`config.mk`:
```
export PLATFORM = sky130hd
export DESIGN_NAME = muldiv_unit_flat
export DESIGN_NICKNAME = d
export VERILOG_FILES = /design/src/rtl/risc_pkg.sv /design/src/rtl/muldiv_unit_if.sv /design/src/rtl/muldiv_unit.sv /design/src/flat_wrapper.sv
export SDC_FILE = /design/constraint.sdc
export NUM_CORES = 1
export LEC_CHECK = 0
export ABC_AREA = 0
export CORE_ASPECT_RATIO = 1.1
export CORE_UTILIZATION = 50
export CTS_CLUSTER_DIAMETER = 120
export DETAILED_ROUTE_END_ITERATION = 6
export PLACE_DENSITY_LB_ADDON = 0.1
export REMOVE_ABC_BUFFERS = 1
export SETUP_SLACK_MARGIN = 0.05
export SYNTH_ARGS = -nofsm -noshare
export SYNTH_HDL_FRONTEND = slang
export SYNTH_SLANG_ARGS = --single-unit
```
`constraint.sdc`:
```
create_clock -name clk -period 4.2 [get_ports clk]
set_input_delay 1.05 -clock clk [delete_from_list [all_inputs] [get_ports clk]]
set_output_delay 1.05 -clock clk [all_outputs]
set_load 0.02 [all_outputs]
```
`src/rtl/risc_pkg.sv`:
```
// Shared definitions for the 16-bit RISC core: datapath widths, multiply/divide
// op encodings and the multiply/divide sequencer state encoding.
package risc_pkg;
    localparam int WIDTH  = 16;
    localparam int RIDX_W = 4;

    typedef enum logic [1:0] {
        OP_MULLO = 2'b00,
        OP_MULHI = 2'b01,
        OP_DIVQ  = 2'b10,
        OP_DIVR  = 2'b11
    } op_t;

    typedef enum logic [1:0] {
        S_IDLE = 2'b00,
        S_CALC = 2'b01,
        S_WB   = 2'b10
    } state_t;
endpackage

```
`src/rtl/muldiv_unit_if.sv`:
```
// Execute-stage request / register-file write-back bundle for the multiply/divide unit.
interface muldiv_unit_if;
    import risc_pkg::*;

    logic                start;
    logic [1:0]          op;
    logic [RIDX_W-1:0]   Rd_in;
    logic [WIDTH-1:0]    A;
    logic [WIDTH-1:0]    B;
    logic                busy;
    logic                done;
    logic [RIDX_W-1:0]   Rd;
    logic [WIDTH-1:0]    RW;
    logic                wr;

    modport master (
        output start, op, Rd_in, A, B,
        input  busy, done, Rd, RW, wr
    );

    modport slave (
        input  start, op, Rd_in, A, B,
        output busy, done, Rd, RW, wr
    );
endinterface

```
`src/rtl/muldiv_unit.sv`:
```
// Multi-cycle unsigned multiply (shift-add) / divide (restoring) unit, one bit per
// cycle, finishing with a single register-file write-back cycle.
module muldiv_unit
    import risc_pkg::*;
(
    input  logic          clk,
    input  logic          rst,
    muldiv_unit_if.slave  bus
);
    localparam int W  = WIDTH;
    localparam int CW = $clog2(WIDTH);

    state_t             state_reg;
    logic [CW-1:0]      cnt_reg;
    op_t                op_reg;
    logic               div0_reg;
    logic [W-1:0]       opnd_reg;
    logic [2*W-1:0]     acc_reg;
    logic [RIDX_W-1:0]  rd_lat_reg;
    logic [RIDX_W-1:0]  rd_reg;
    logic [W-1:0]       rw_reg;
    logic               busy_reg;
    logic               done_reg;
    logic               wr_reg;

    logic [W:0]         mul_sum;
    logic [W:0]         div_shift;
    logic [W:0]         div_trial;
    logic [2*W-1:0]     acc_next;
    logic [W-1:0]       result_next;

    // acc holds {partial product, multiplier} for MUL and {remainder, dividend/quotient} for DIV.
    always_comb begin
        mul_sum   = {1'b0, acc_reg[2*W-1:W]} + (acc_reg[0] ? {1'b0, opnd_reg} : {(W+1){1'b0}});
        div_shift = acc_reg[2*W-1:W-1];
        div_trial = div_shift - {1'b0, opnd_reg};
        acc_next  = {mul_sum, acc_reg[W-1:1]};
        if (op_reg[1]) begin
            if (div_trial[W]) begin
                acc_next = {div_shift[W-1:0], acc_reg[W-2:0], 1'b0};
            end else begin
                acc_next = {div_trial[W-1:0], acc_reg[W-2:0], 1'b1};
            end
        end
        // High half is the MUL high word or the remainder; low half the MUL low word or quotient.
        result_next = op_reg[0] ? acc_next[2*W-1:W] : acc_next[W-1:0];
    end

    always_ff @(posedge clk or negedge rst) begin
        if (!rst) begin
            state_reg  <= S_IDLE;
            cnt_reg    <= '0;
            op_reg     <= OP_MULLO;
            div0_reg   <= 1'b0;
            opnd_reg   <= '0;
            acc_reg    <= '0;
            rd_lat_reg <= '0;
            rd_reg     <= '0;
            rw_reg     <= '0;
            busy_reg   <= 1'b0;
            done_reg   <= 1'b0;
            wr_reg     <= 1'b0;
        end else begin
            case (state_reg)
                S_IDLE: begin
                    if (bus.start) begin
                        op_reg     <= op_t'(bus.op);
                        rd_lat_reg <= bus.Rd_in;
                        cnt_reg    <= '0;
                        div0_reg   <= bus.op[1] && (bus.B == '0);
                        opnd_reg   <= bus.op[1] ? bus.B : bus.A;
                        acc_reg    <= {{W{1'b0}}, (bus.op[1] ? bus.A : bus.B)};
                        busy_reg   <= 1'b1;
                        state_reg  <= S_CALC;
                    end
                end
                S_CALC: begin
                    if (div0_reg) begin
                        // Divide by zero skips iteration; the dividend still sits in acc's low half.
                        rw_reg    <= op_reg[0] ? acc_reg[W-1:0] : {W{1'b1}};
                        rd_reg    <= rd_lat_reg;
                        wr_reg    <= 1'b1;
                        done_reg  <= 1'b1;
                        state_reg <= S_WB;
                    end else begin
                        acc_reg <= acc_next;
                        cnt_reg <= cnt_reg + 1'b1;
                        if (cnt_reg == CW'(W - 1)) begin
                            rw_reg    <= result_next;
                            rd_reg    <= rd_lat_reg;
                            wr_reg    <= 1'b1;
                            done_reg  <= 1'b1;
                            state_reg <= S_WB;
                        end
                    end
                end
                S_WB: begin
                    wr_reg    <= 1'b0;
                    done_reg  <= 1'b0;
                    busy_reg  <= 1'b0;
                    state_reg <= S_IDLE;
                end
                default: begin
                    state_reg <= S_IDLE;
                end
            endcase
        end
    end

    assign bus.busy = busy_reg;
    assign bus.done = done_reg;
    assign bus.wr   = wr_reg;
    assign bus.Rd   = rd_reg;
    assign bus.RW   = rw_reg;
endmodule

```
`src/flat_wrapper.sv`:
```
// flat-port wrapper written by rule: the top's interface ports become plain ports
module muldiv_unit_flat import risc_pkg::*;
  (clk, rst, bus_start, bus_op, bus_Rd_in, bus_A, bus_B, bus_busy, bus_done, bus_Rd, bus_RW, bus_wr);
  muldiv_unit_if bus_i ();
  input  logic clk;
  input  logic rst;
  input wire logic [$bits(bus_i.start)-1:0] bus_start;
  input wire logic [$bits(bus_i.op)-1:0] bus_op;
  input wire logic [$bits(bus_i.Rd_in)-1:0] bus_Rd_in;
  input wire logic [$bits(bus_i.A)-1:0] bus_A;
  input wire logic [$bits(bus_i.B)-1:0] bus_B;
  output wire logic [$bits(bus_i.busy)-1:0] bus_busy;
  output wire logic [$bits(bus_i.done)-1:0] bus_done;
  output wire logic [$bits(bus_i.Rd)-1:0] bus_Rd;
  output wire logic [$bits(bus_i.RW)-1:0] bus_RW;
  output wire logic [$bits(bus_i.wr)-1:0] bus_wr;
  assign bus_i.start = bus_start;
  assign bus_i.op = bus_op;
  assign bus_i.Rd_in = bus_Rd_in;
  assign bus_i.A = bus_A;
  assign bus_i.B = bus_B;
  assign bus_busy = bus_i.busy;
  assign bus_done = bus_i.done;
  assign bus_Rd = bus_i.Rd;
  assign bus_RW = bus_i.RW;
  assign bus_wr = bus_i.wr;
  muldiv_unit u_core (.clk(clk), .rst(rst), .bus(bus_i));
endmodule
```
==> metrics.txt <==
CP endpoint kind flip-flop; pin count of the biggest net entering global routing 67; HP Start u_core.rd_lat_reg[0]; Startpoint Class flip-flop; Compound-Gate Fraction of Synth Area 0.2252; FFs w/ async S/R, synth 1.000; post-CTS setup repair buffer count 0; maximum capacitance violations 0; count of flip-flops with a built-in enable after synthesis 0; row cnt 42; hold depth 1; CP max FO 14; clock latency at the later pin of the worst-skew pair approximately 0.34 ns; Synth Instances about 700; Die ar. roughly 13000 um2; Filler cells approximately 1100; Rel. slew slack 0.3291; commonest non-fill, non-tap cell in the layout dfrtp_1; P per Cell Area around 770 nW/um2; RSZ-0062 raised after global routing false; GRT busiest layer met2; Post-Synth Adder-Cell Area 0.07905; slew at the pin closest to its max-slew limit approximately 1.0 ns; crit-path cells inv_1 -> ha_1 -> inv_1 -> fa_1 -> a211oi_1 -> o21a_1 -> a2111oi_4 -> o221ai_2 -> xor2_2 -> buf_4 -> mux2_2 -> a211oi_1 -> o41ai_1; number of flip-flops in the largest register 32; slack of the worst reg-to-reg path ~0.61 ns; P_leak about 3.4 nW; post-synthesis xor/xnor area fraction 0.03670; Post-Layout Cell Count between 900 and 1000; Pre-antenna DRT Iters 5; final wirelength about 17000 um; grt met2 use 0.4347; GRT met1 Usage 0.4226; slowest stage cell, crit path fa_1; worst stage delay on the critical path approximately 0.50 ns; most frequent cells in the layout dfrtp_1 (82), o21ai_0 (74), nand2_1 (69); FF-to-FF Start u_core.acc_reg[15]; initial core utilization 0.5134; Area Overhead vs Synth 16.68%; combinational family with the most area after synthesis compound AO/OA/AOI/OAI gates; Num CTS Buffers 9; final worst-path cycle share 0.8554; Die Ht roughly 120 um; TNS Setup 0 ns; mux contribution to synthesized area 0.1355; FF+latch count, synth 83; layout cells sized above 1 0.09043; Final min period ~3.6 ns; Total Nets Final just over 800; reg-to-reg critical path endpoint u_core.bus.RW[10]; status finished clean; R2R depth 13; GRT met3 Usage 0.04105; DRT antenna net count 0; GPL Wtd Cong about 0.95; # setup viols final 0; Final HPWL DP about 13000 um; # DRC 0; worst-case clock buffer depth 2; CTS Sinks 83; total number of vias around 5500; Max VDD drop approximately 0.50 mV; Avg Cell Area, Syn between 8 and 9 um2; post-placement cell count approximately 900; die width 108.2 um; wire per inst roughly 19 um; CTS tree yes; Worst Path Class, Setup flip-flop to flip-flop; sequential share of the synthesized area 0.3347; All-Layer GR Usage 0.2861; fmax 278.4 MHz; CP arrival 3.78 ns; H-tree level count 3; n_diodes 0; post-synth cell types 54; cts repair resizes 0; Final Hold Fails 0; Setup Skew between 0.007 and 0.008 ns; port bufs 63; Hold Path End u_core.rd_lat_reg[0]; CTS clock-pin slew for the worst setup and hold paths ~0.06 ns; CP Data Required Time between 4 and 5 ns; First DRT Iteration DRCs between 400 and 500; final slew viol count 0; hold buffers post-CTS 0; ys flop type dfrtp_1; Ports 64; vias in the first global route about 5300; post-synthesis simple-gate area fraction 0.1460; Synth Warn # 0; Hold Path Class flip-flop to flip-flop; Cell Area, Synth between 6000 and 7000 um2; Placeable Area 12090 um2; Remaining Overflow, GRT 0; first-pass GRT wire length about 28000 um; DR vias/cell 6.040; initial antenna violation count 0; clock root buffer clkbuf_16
cells in the mapped netlist (2+ instances only):
| master | instances | area (um2) |
|---|---|---|
| mux4_2 | 3 | 67.56 |
| ha_1 | 36 | 450.4 |
| nand2_1 | 69 | 259.0 |
| o211ai_1 | 6 | 45.04 |
| a211oi_1 | 22 | 165.2 |
| buf_1 | 8 | 30.03 |
| o22ai_1 | 3 | 18.77 |
| a31oi_1 | 4 | 25.02 |
| o21bai_1 | 3 | 22.52 |
| and3_1 | 3 | 18.77 |
| nor4_1 | 7 | 43.79 |
| a2111oi_0 | 2 | 17.52 |
| and2_1 | 17 | 106.4 |
| nand4_1 | 2 | 12.51 |
| a41oi_1 | 2 | 17.52 |
| nand2b_1 | 5 | 31.28 |
| o21ai_0 | 75 | 375.4 |
| clkbuf_1 | 29 | 108.9 |
| a22o_1 | 8 | 70.07 |
| xor2_1 | 15 | 131.4 |
| a211o_1 | 4 | 35.03 |
| nand4b_1 | 2 | 17.52 |
| xnor2_1 | 11 | 96.34 |
| mux2_2 | 22 | 247.7 |
| a21o_1 | 16 | 120.1 |
| buf_4 | 2 | 15.01 |
| fa_1 | 2 | 40.04 |
| or2_2 | 7 | 43.79 |
| nand3_1 | 8 | 40.04 |
| or3_1 | 2 | 12.51 |
| a21oi_1 | 50 | 250.2 |
| mux2i_1 | 51 | 510.5 |
| nor2b_1 | 12 | 75.07 |
| a31o_2 | 3 | 26.28 |
| inv_1 | 27 | 101.4 |
| buf_2 | 2 | 10.01 |
| dfrtp_1 | 83 | 2077 |
| o21a_1 | 4 | 30.03 |
| nor2_1 | 47 | 176.4 |
| a221o_1 | 5 | 50.05 |
| nor3_1 | 8 | 40.04 |
| o31ai_1 | 3 | 22.52 |
| a21boi_0 | 2 | 15.01 |
power by group:
part           leakage [nW]  internal [mW]  switching, mW
clock                 0.137          0.462          0.320
sequential             1.07           1.07          0.403
combinational          2.16           1.43           1.86
final cells by class:
| cell class | instances | area, um2 | share of cell area |
|---|---|---|---|
| inverters | 27 | 101.3 | 0.01400 |
| clock buffers | 12 | 236.5 | 0.03267 |
| flip-flops and latches | 83 | 2078 | 0.2871 |
| clock inverters | 4 | 51.30 | 0.007086 |
| well taps | 154 | 192.7 | 0.02662 |
| repair buffers | 74 | 705.7 | 0.09748 |
| multi-input cells | 552 | 3874 | 0.5351 |
critical path: cells and delay by family (launching register included):
kind / cells / cell delay [ns]
flip-flops: 1 / 0.40
buffers and inverters: 3 / 0.46
adder cells (fa/ha/maj): 2 / 0.67
AO/OA/AOI/OAI: 6 / 1.23
XOR/XNOR: 1 / 0.30
multiplexers: 1 / 0.37
per-stage QoR:
stage                     hold WS, ns  total power [mW]  area [um2]  setup WS (ns)  utilization
after floorplan                0.4639             3.730        6041        0.03577            -
after global placement         0.4845             4.646        6952         0.6677       0.5752
after detailed placement       0.4952             4.690        6952         0.6749       0.5752
after CTS                      0.5070             5.506        7239         0.6377       0.5990
after global routing           0.5100             5.953        7239         0.3065       0.5990
final                          0.5028             5.544        7239         0.6074       0.5990
routing by layer:
| layer | vias up | share of wire |
|---|---|---|
| met1 | 2664 | 0.48 |
| met5 | - | 0 |
| met3 | 20 | 0.052 |
| li1 | 2627 | - |
| met4 | 0 | 0.015 |
| met2 | 161 | 0.45 |
worst max path at each step:
stage                       start  slack [ns]                 to  cells after the start
2_1_floorplan  u_core.acc_reg[15]        0.04   u_core.bus.RW[7]                     12
3_3_place_gp   u_core.acc_reg[15]        0.67   u_core.bus.RW[4]                     12
3_5_place_dp   u_core.acc_reg[15]        0.67   u_core.bus.RW[7]                     12
4_1_cts        u_core.acc_reg[15]        0.64   u_core.bus.RW[7]                     12
5_1_grt        u_core.acc_reg[15]        0.31  u_core.bus.RW[10]                     13
6_report       u_core.acc_reg[15]        0.61  u_core.bus.RW[10]                     13
cells by family (layout without fill, tap and decap cells):
kind of cell,count (synthesis),count (layout)
compound gates,219,219
simple gates,192,192
fa+ha+maj,38,38
flops,83,83
mux,77,77
buf+inv,68,117
xor+xnor,26,26
No activity file was read; power rests on OpenSTA's default activity.
